==> src/rtl/proc_fetch_pkg.sv <==
// Shared TinyRV1 fetch definitions: NOP encoding, PC select codes, default reset PC
// and the {pc, inst} entry carried through the fetch buffer.
package proc_fetch_pkg;

    localparam logic [31:0] NOP              = 32'h0000_0013;
    localparam logic [31:0] RESET_PC_DEFAULT = 32'h0000_0200;

    typedef enum logic [1:0] {
        PC_SEL_PC4 = 2'd0,
        PC_SEL_JAL = 2'd1,
        PC_SEL_JR  = 2'd2,
        PC_SEL_BR  = 2'd3
    } pc_sel_e;

    typedef struct packed {
        logic [31:0] pc;
        logic [31:0] inst;
    } fetch_entry_t;

endpackage

==> src/rtl/proc_fetch_queue.sv <==
// Small synchronous FIFO with flush; used as the fetch PC tag queue and the instruction buffer.
module proc_fetch_queue #(
    parameter int unsigned W     = 32,
    parameter int unsigned DEPTH = 2
) (
    input  logic                         clk,
    input  logic                         rst,
    input  logic                         push,
    input  logic [W-1:0]                 push_data,
    input  logic                         pop,
    input  logic                         flush,
    output logic [W-1:0]                 head,
    output logic [$clog2(DEPTH+1)-1:0]   count,
    output logic                         full,
    output logic                         empty
);
    localparam int unsigned PW = $clog2(DEPTH);
    localparam int unsigned CW = $clog2(DEPTH + 1);

    logic [W-1:0]  mem [DEPTH];
    logic [PW-1:0] rd_ptr;
    logic [PW-1:0] wr_ptr;
    logic [CW-1:0] cnt;
    logic          do_push;
    logic          do_pop;

    function automatic logic [PW-1:0] ptr_inc(input logic [PW-1:0] p);
        return (p == PW'(DEPTH - 1)) ? '0 : p + PW'(1);
    endfunction

    assign empty   = (cnt == '0);
    assign full    = (cnt == CW'(DEPTH));
    assign do_pop  = pop & ~empty;
    // A full queue still accepts a push when the head leaves in the same cycle.
    assign do_push = push & (~full | do_pop);
    assign head    = mem[rd_ptr];
    assign count   = cnt;

    always_ff @(posedge clk) begin
        if (do_push) begin
            mem[wr_ptr] <= push_data;
        end
    end

    always_ff @(posedge clk) begin
        if (rst || flush) begin
            rd_ptr <= '0;
            wr_ptr <= '0;
            cnt    <= '0;
        end else begin
            if (do_push) begin
                wr_ptr <= ptr_inc(wr_ptr);
            end
            if (do_pop) begin
                rd_ptr <= ptr_inc(rd_ptr);
            end
            cnt <= cnt + CW'(do_push) - CW'(do_pop);
        end
    end

endmodule

==> src/rtl/proc_fetch.sv <==
// TinyRV1 stage-F fetch unit: owns pc_F, issues imem requests under a credit limit,
// buffers {pc, inst} for stage D and drops stale responses after a redirect.
// Optional macro PROC_FETCH_BYPASS_EN forwards a response straight to D when the buffer is empty.
module proc_fetch
    import proc_fetch_pkg::*;
#(
    parameter logic [31:0] RESET_PC   = RESET_PC_DEFAULT,
    parameter int unsigned IBUF_DEPTH = 2
) (
    input  logic        clk,
    input  logic        rst,
    input  logic        c2d_reg_en_F,
    input  logic [1:0]  c2d_pc_sel_F,
    input  logic        c2d_reg_en_D,
    input  logic [31:0] jal_targ_D,
    input  logic [31:0] jr_targ_D,
    input  logic [31:0] br_targ_X,
    output logic        imemreq_val,
    input  logic        imemreq_rdy,
    output logic [31:0] imemreq_addr,
    input  logic        imemresp_val,
    input  logic [31:0] imemresp_data,
    output logic        inst_val_D,
    output logic [31:0] inst_D,
    output logic [31:0] pc_D
);
    localparam int unsigned CW = $clog2(IBUF_DEPTH + 1);
    localparam int unsigned EW = $bits(fetch_entry_t);

    logic [31:0]   pc_F;
    logic [31:0]   redirect_pc;
    logic [31:0]   tag_pc;
    logic [CW-1:0] outstanding;
    logic [CW-1:0] buf_count;
    logic [CW-1:0] drop;
    logic          redirect;
    logic          req_fire;
    logic          resp_keep;
    logic          byp_val;
    logic          head_val;
    logic          buf_push;
    logic          buf_pop;
    logic          buf_empty;
    logic          buf_full;
    logic          tag_empty;
    logic          tag_full;
    fetch_entry_t  buf_head;
    fetch_entry_t  resp_entry;

    assign redirect = (c2d_pc_sel_F != PC_SEL_PC4);

    always_comb begin
        redirect_pc = pc_F;
        case (c2d_pc_sel_F)
            PC_SEL_JAL: redirect_pc = jal_targ_D;
            PC_SEL_JR:  redirect_pc = jr_targ_D;
            PC_SEL_BR:  redirect_pc = br_targ_X;
            default:    redirect_pc = pc_F;
        endcase
    end

    // Credit rule: in-flight requests plus buffered entries never exceed the buffer depth.
    assign imemreq_val  = ~rst & c2d_reg_en_F & ~redirect
                        & ((outstanding + buf_count) < CW'(IBUF_DEPTH));
    assign imemreq_addr = pc_F;
    assign req_fire     = imemreq_val & imemreq_rdy;

    assign resp_keep       = imemresp_val & ~redirect & (drop == '0);
    assign resp_entry.pc   = tag_pc;
    assign resp_entry.inst = imemresp_data;

`ifdef PROC_FETCH_BYPASS_EN
    assign byp_val = resp_keep & buf_empty;
`else
    assign byp_val = 1'b0;
`endif

    assign head_val   = ~redirect & ~buf_empty;
    assign inst_val_D = ~rst & (head_val | byp_val);
    assign buf_pop    = head_val & c2d_reg_en_D;
    assign buf_push   = resp_keep & ~(byp_val & c2d_reg_en_D);

    always_comb begin
        inst_D = NOP;
        pc_D   = 32'h0;
        if (!rst && head_val) begin
            inst_D = buf_head.inst;
            pc_D   = buf_head.pc;
        end else if (!rst && byp_val) begin
            inst_D = resp_entry.inst;
            pc_D   = resp_entry.pc;
        end
    end

    always_ff @(posedge clk) begin
        if (rst) begin
            pc_F <= RESET_PC;
        end else if (redirect) begin
            pc_F <= redirect_pc;
        end else if (req_fire) begin
            pc_F <= pc_F + 32'd4;
        end
    end

    // Responses still in flight at a redirect belong to the old path and are discarded.
    always_ff @(posedge clk) begin
        if (rst) begin
            drop <= '0;
        end else if (redirect) begin
            drop <= outstanding - CW'(imemresp_val);
        end else if (imemresp_val && (drop != '0)) begin
            drop <= drop - CW'(1);
        end
    end

    // Tag queue occupancy doubles as the outstanding-request count.
    proc_fetch_queue #(.W(32), .DEPTH(IBUF_DEPTH)) u_tag_q (
        .clk       (clk),
        .rst       (rst),
        .push      (req_fire),
        .push_data (pc_F),
        .pop       (imemresp_val),
        .flush     (1'b0),
        .head      (tag_pc),
        .count     (outstanding),
        .full      (tag_full),
        .empty     (tag_empty)
    );

    proc_fetch_queue #(.W(EW), .DEPTH(IBUF_DEPTH)) u_ibuf (
        .clk       (clk),
        .rst       (rst),
        .push      (buf_push),
        .push_data (resp_entry),
        .pop       (buf_pop),
        .flush     (redirect),
        .head      (buf_head),
        .count     (buf_count),
        .full      (buf_full),
        .empty     (buf_empty)
    );

    always_ff @(posedge clk) begin
        if (!rst) begin
            assert (!(imemresp_val && tag_empty));
            assert (!(req_fire && tag_full));
            assert (!(buf_push && buf_full && !buf_pop));
        end
    end

endmodule

==> config.mk <==
export PLATFORM = sky130hd
export DESIGN_NAME = proc_fetch
export DESIGN_NICKNAME = d
export VERILOG_FILES = /design/src/rtl/proc_fetch_pkg.sv /design/src/rtl/proc_fetch_queue.sv /design/src/rtl/proc_fetch.sv
export SDC_FILE = /design/constraint.sdc
export NUM_CORES = 1
export LEC_CHECK = 0
export CORE_MARGIN = 2
export CORE_UTILIZATION = 25
export DETAILED_ROUTE_END_ITERATION = 10
export GPL_ROUTABILITY_DRIVEN = 0
export GPL_TIMING_DRIVEN = 0
export SLEW_MARGIN = 20
export SYNTH_ARGS = -nofsm -noshare
export SYNTH_HDL_FRONTEND = slang
export SYNTH_SLANG_ARGS = --single-unit
==> constraint.sdc <==
create_clock -name clk -period 10.4 [get_ports clk]
set_clock_uncertainty 0.15 [all_clocks]
set_input_delay 1.04 -clock clk [delete_from_list [all_inputs] [get_ports clk]]
set_output_delay 1.04 -clock clk [all_outputs]
set_load 0.02 [all_outputs]
# After elaboration in Yosys (flattened, before gate mapping)
# Memories as Yosys holds them, arrays and structs flattened. A register that Yosys moved wholly into a read port is not among the register bits.
# Cells that the tools add are included.
[totals]
regBits = 42
ram_bits = 192
input_bits = 136
output_inout_bits = 98
word_cells = 81
memories = 2
[op_classes]
n_addsub = 12
n_lt_le_gt_ge = 1
n_eq_ne = 6
n_mux = 19
n_bitwise = 21
reduce_logical = 12
[memory_table]
columns = ["name", "depth", "width", "read_ports", "rd_clocked_by_memory_dff", "wr", "line", "source"]
rows = [
  ["u_ibuf.mem", 2, 64, 1, 1, 1, "proc_fetch_queue.sv:20", "logic [W-1:0] mem [DEPTH];"],
  ["u_tag_q.mem", 2, 32, 1, 1, 1, "proc_fetch_queue.sv:20", ""],
]
[op_table]
columns = ["op", "n"]
rows = [
  ["$mux W32", 4],
  ["$pmux W32 S3", 1],
  ["$add A32 B3 Y32 const B", 1],
  ["$and A1 B1 Y1", 13],
  ["$mux W1", 12],
  ["$eq A2 B2 Y1 const B", 4],
  ["$reduce_bool A2 Y1", 4],
  ["$logic_not A2 Y1", 3],
  ["$not A1 Y1", 6],
  ["$sub A2 B1 Y2", 3],
  ["$add A1 B1 Y1 const B", 4],
  ["$add A2 B1 Y2", 2],
  ["$mux W2", 2],
  ["$ne A4 B1 Y1 const B", 1],
  ["$add A2 B2 Y2", 1],
  ["$eq A2 B1 Y1 const B", 1],
  ["$logic_and A1 B1 Y1", 2],
  ["$lt A2 B2 Y1 const B", 1],
  ["$or A1 B1 Y1", 2],
  ["$reduce_and A2 Y1", 1],
  ["$sub A2 B1 Y2 const B", 1],
  ["$logic_not A1 Y1", 1],
  ["$logic_or A1 B1 Y1", 1],
]

# Longest topological paths before layout
[depth]
ltp_word = 9
mapped_depth = 8
ltp_nobuf = 7

# Hierarchy
# From an unflattened synthesis, not the netlist that was laid out.
[hier_totals]
cells_unflattened = 775
hier_area_um2 = 10707.8
[modules_own_cells]
columns = ["module", "instances", "cells_per_inst", "area_each_um2", "seq_area_each_um2"]
rows = [
  ["proc_fetch_queue (u_ibuf)", 1, 232, 4858.4, 3943.8],
  ["proc_fetch", 1, 410, 3289.4, 680.7],
  ["proc_fetch_queue (u_tag_q)", 1, 133, 2560.0, 2021.9],
]

# Worst setup path after synthesis
# OpenSTA, ideal clock, no wires.
[synth_path]
path_type = "input to register"
startpoint = "input c2d_pc_sel_F[0]"
endpoint = "memory u_ibuf.mem[0][0] in the netlist's numbering (enable)"
setup_time_ns = 0.644
arrival_time_ns = 7.968
required_time_ns = 9.606
slack_ns = 1.638
stages = 5
path_buffers = 3
cell_sequence = "clkbuf_1 or2_2 clkbuf_1 clkbuf_1 nor4_1"
[synth_between]
elab_chain_cells = 9
word_cells_on_any_way = 11
classes_between = "2 x mux; 8 x bitwise; 1 x reduce/logical"
[synth_rtl]
columns = ["element", "line", "source"]
rows = [
  ["start: declaration", "proc_fetch.sv:13", "input logic [1:0] c2d_pc_sel_F,"],
  ["$reduce_bool A2 Y1 (*)", "proc_fetch.sv:50", "assign redirect = (c2d_pc_sel_F != PC_SEL_PC4);"],
  ["$not A1 Y1 (*)", "proc_fetch.sv:68, proc_fetch.sv:78", ""],
  ["$and A1 B1 Y1", "proc_fetch.sv:78", "assign head_val = ~redirect & ~buf_empty;"],
  ["$and A1 B1 Y1", "proc_fetch.sv:80", "assign buf_pop = head_val & c2d_reg_en_D;"],
  ["$and A1 B1 Y1", "proc_fetch_queue.sv:33", "assign do_pop = pop & ~empty;"],
  ["$or A1 B1 Y1", "proc_fetch_queue.sv:35", "assign do_push = push & (~full | do_pop);"],
  ["$and A1 B1 Y1 (*)", "proc_fetch_queue.sv:35", ""],
  ["$mux W1 (*)", "proc_fetch_queue.sv:40", "if (do_push) begin"],
  ["$mux W1 (not written as such) (*)", "proc_fetch_queue.sv:41", "mem[wr_ptr] <= push_data;"],
  ["end: declaration", "proc_fetch_queue.sv:20", ""],
]
# Mark *: on every way between the ends. The rest lies on a longest branch, timed or not.

# Worst setup path after layout
[layout_path]
startpoint = "input c2d_pc_sel_F[1]"
endpoint = "output pc_D[2]"
[layout_between]
elab_chain_cells = 5
[layout_rtl]
columns = ["element", "line", "source"]
rows = [
  ["$reduce_bool A2 Y1", "proc_fetch.sv:50", ""],
  ["$not A1 Y1", "proc_fetch.sv:78", ""],
  ["$and A1 B1 Y1", "proc_fetch.sv:78", ""],
  ["$logic_and A1 B1 Y1", "proc_fetch.sv:86", "if (!rst && head_val) begin"],
  ["$mux W32", "proc_fetch.sv:86", ""],
  ["end: declaration", "proc_fetch.sv:25", "output logic [31:0] pc_D"],
]
# No other way between the ends.

==> metrics.cfg <==
[logic_synthesis]
synthMuxAreaShare_pct = 14.1
synth_flop_cell = edfxtp_1
synth-seq-area-share_pct = 65.3
syn-num-nets = 886
synth-simple-area-share_pct = 9.44
async_flop_share_pct = 0
synth_area_um2 = 10200
postSynthCellCount = 745
ys_warn_count = 0
synthAdderAreaFrac_pct = 0.615
synth_top_family_by_area = multiplexers
ys_seq_elements = 236
synth_compound_area_share_pct = 6.85
avgSynthCellArea_um2 = 13.7
synth_xor_area_share_pct = 1.70
synth_edf_count = 192
synth_cell_types = 60

[cts]
cts_inserted_buffers = 27
cts_tree = built
clkTransAtPathRegs_ns = 0.05
htree_levels = 1
postCtsSetupBuffers = 0
insertion_delay_ns = 0.53
cts_root_buf = clkbuf_16
clk_path_buf_depth = 3
cts.sinks = 236
ctsResizeCount = 0
ctsHoldBuffers = 0

[timing]
slew_headroom_pct = 45.2
drv_slew = 0
finalSetupViolations = 0
period_needed_ns = 5.30
fmax_ghz = 0.189
timing.final.ws_setup_ns = 5.10
tightest_slew_ns = 0.815
hold_viol = 0
fin_tns_setup_ns = 0
rsz0062_at_grt = false
finalCritPeriodShare_pct = 51.0

[die]
pin_count = 234
coreArea_um2 = 39900
start_util_pct = 25.5
dieWidth_um = 206
die_h_um = 206
die_area_um2 = 42300
row_count = 73

[worst_setup_path]
slowest_stage = clkdlybuf4s50_1
critPathArrivalTime_ns = 4.11
cp_slowest_stage_delay_ns = 0.65
crit_buf_inv = 5
cp_top_family = buffers and inverters
path_class = in2out
r2r_slack_ns = 7.36
crit_path_max_fanout = 10
startpoint_type = input pin
cp_cell_sequence = clkdlybuf4s50_1 -> or2_2 -> clkbuf_1 -> nor2_1 -> o21ai_2 -> buf_6 -> clkbuf_1 -> nor2_1 -> clkdlybuf4s50_1
endpoint_kind = primary output
critPathRequiredTime_ns = 9.21

[route]
drc = 0
ant_nets = 0
wl_per_cell_um = 18.4
avgViaCountPerCell = 4.46
wirelength_um = 28900
first_pass_iters = 5
via_count = 6983
dr.first_iter.drc_count = 431

[power_and_ir_drop]
power_mw = 2.42
p_leak_nw = 4.64
peakVddDrop_mv = 0.0858
power_density_nw_per_um2 = 170

[placed_design]
place_ws_ns = 5.03
dpl.cell_count = 1517
place_area_um2 = 13300
dp_hpwl_um = 22000
io_buffers = 231

[cells_and_area]
areaGrowthSynthToFinish_pct = 40.1
nets = 1162
fin_cells = 1567
drive_gt1_share_pct = 13.2
fin_area_um2 = 14300

[global_route]
grt_pass1_wl_um = 42500
antenna_found_initial = 1
grt_usage_pct = 13.4
grt_remaining_overflow = 0
grt_max_degree = 35
grt_pass1_vias = 7060

[status]
outcome = complete, no violations

[flow_run]
cap_violations = 0

[hold_path]
hp-class = reg2reg

## worst paths after layout
check / start / to / cells past startpoint
min: imemreq_addr[1]$_SDFFE_PP0P_ / u_tag_q.mem[1][1]$_DFFE_PP_ / 0
max: c2d_pc_sel_F[1] / pc_D[2] / 9
min reg2reg: imemreq_addr[1]$_SDFFE_PP0P_ / u_tag_q.mem[1][1]$_DFFE_PP_ / 0
max reg2reg: u_ibuf.count[0]$_SDFF_PP0_ / u_tag_q.mem[0][29]$_DFFE_PP_ / 7
## metal layers
| layer | global-route usage, % | up-vias | share of wire (%) |
|---|---|---|---|
| met5 | 0 | - | 0 |
| li1 | - | 3360 | - |
| met1 | 16.9 | 3316 | 44 |
| met3 | 2.64 | 44 | 6.6 |
| met2 | 23.0 | 263 | 47 |
| met4 | 3.83 | 0 | 2.1 |
## through the flow
step                utilization, %  hold WS, ns
global route                  35.7        0.340
floorplan                        -        0.322
CTS                           35.7        0.334
finish                        35.7        0.326
detailed placement            33.4        0.326
global placement              32.9        0.317
## sequential cells by signal (all words and copies together), names as in the netlist, named ones only
register,flops
u_ibuf.count,2
u_tag_q.count,2
imemreq_addr,32
u_tag_q.mem,64
u_tag_q.wr_ptr,1
u_ibuf.rd_ptr,1
u_ibuf.mem,128
u_tag_q.rd_ptr,1
drop,2
u_ibuf.wr_ptr,1
## power breakdown
part / internal, mW / switching (mW)
logic: 0.168 / 0.167
clock network: 0.608 / 0.365
registers: 1.08 / 0.0333
## synth_stat cells (all sizes together), types with 2 or more instances
cell    number  share of area [%]
nor4         6               0.52
buf         14               0.59
and2         4               0.25
o221ai       2               0.17
o221a        2               0.22
o211ai       2               0.15
nand2b       5               0.31
a22oi        7               0.52
a31oi        4               0.25
clkbuf      27                1.0
o22ai        4               0.25
nand4        8               0.55
nor4b        2               0.23
nand2       35                1.3
o31ai        3               0.22
or2          4               0.25
o21bai       3               0.22
mux2i       79                7.8
dfxtp       44                8.7
nor2        94                3.5
ha           5               0.61
nand3       13               0.81
xnor2       12                1.2
a211oi      17                1.4
nand3b       2               0.15
mux4         7                1.5
and3         5               0.32
nor3        16               0.84
edfxtp     192                 57
nor2b        6               0.37
xor2         6               0.52
inv         11               0.41
o21ai       26                1.3
a22o         3               0.26
mux2        43                4.8
a21oi       20               0.98
## cell families after synthesis
family,Yosys count
AND/OR/NAND/NOR,201
adder cells (fa/ha/maj),5
multiplexers,129
buffers and inverters,52
flip-flops,236
XOR/XNOR,18
AO/OA/AOI/OAI,104
## layout by cell type (no fill, tap or decap), types with 6 or more instances in the layout
cell	Yosys	final
a22oi_1	7	7
o21ai_0	25	25
edfxtp_1	192	192
inv_1	11	11
nand4_1	7	7
nor3_1	15	15
a21oi_1	20	20
xor2_1	6	6
buf_2	6	14
clkbuf_1	27	34
mux2_2	43	43
buf_1	8	8
xnor2_1	10	10
mux4_2	7	7
clkbuf_8	0	6
mux2i_1	79	79
nand2_1	34	34
a211oi_1	15	15
clkdlybuf4s50_1	0	231
clkbuf_16	0	28
nor2_1	94	94
nand3_1	11	11
dfxtp_1	44	44
## area by class of cell
class	instances	area, um^2
multi-input cells	457	3350
well taps	525	657
clock inverters	8	118
clock buffers	41	810
flip-flops and latches	236	6650
fillers	3901	25700
inverters	11	41.3
diodes	1	2.50
plain buffers	41	161
repair buffers	247	2470
(Power assumes the default switching activity.)
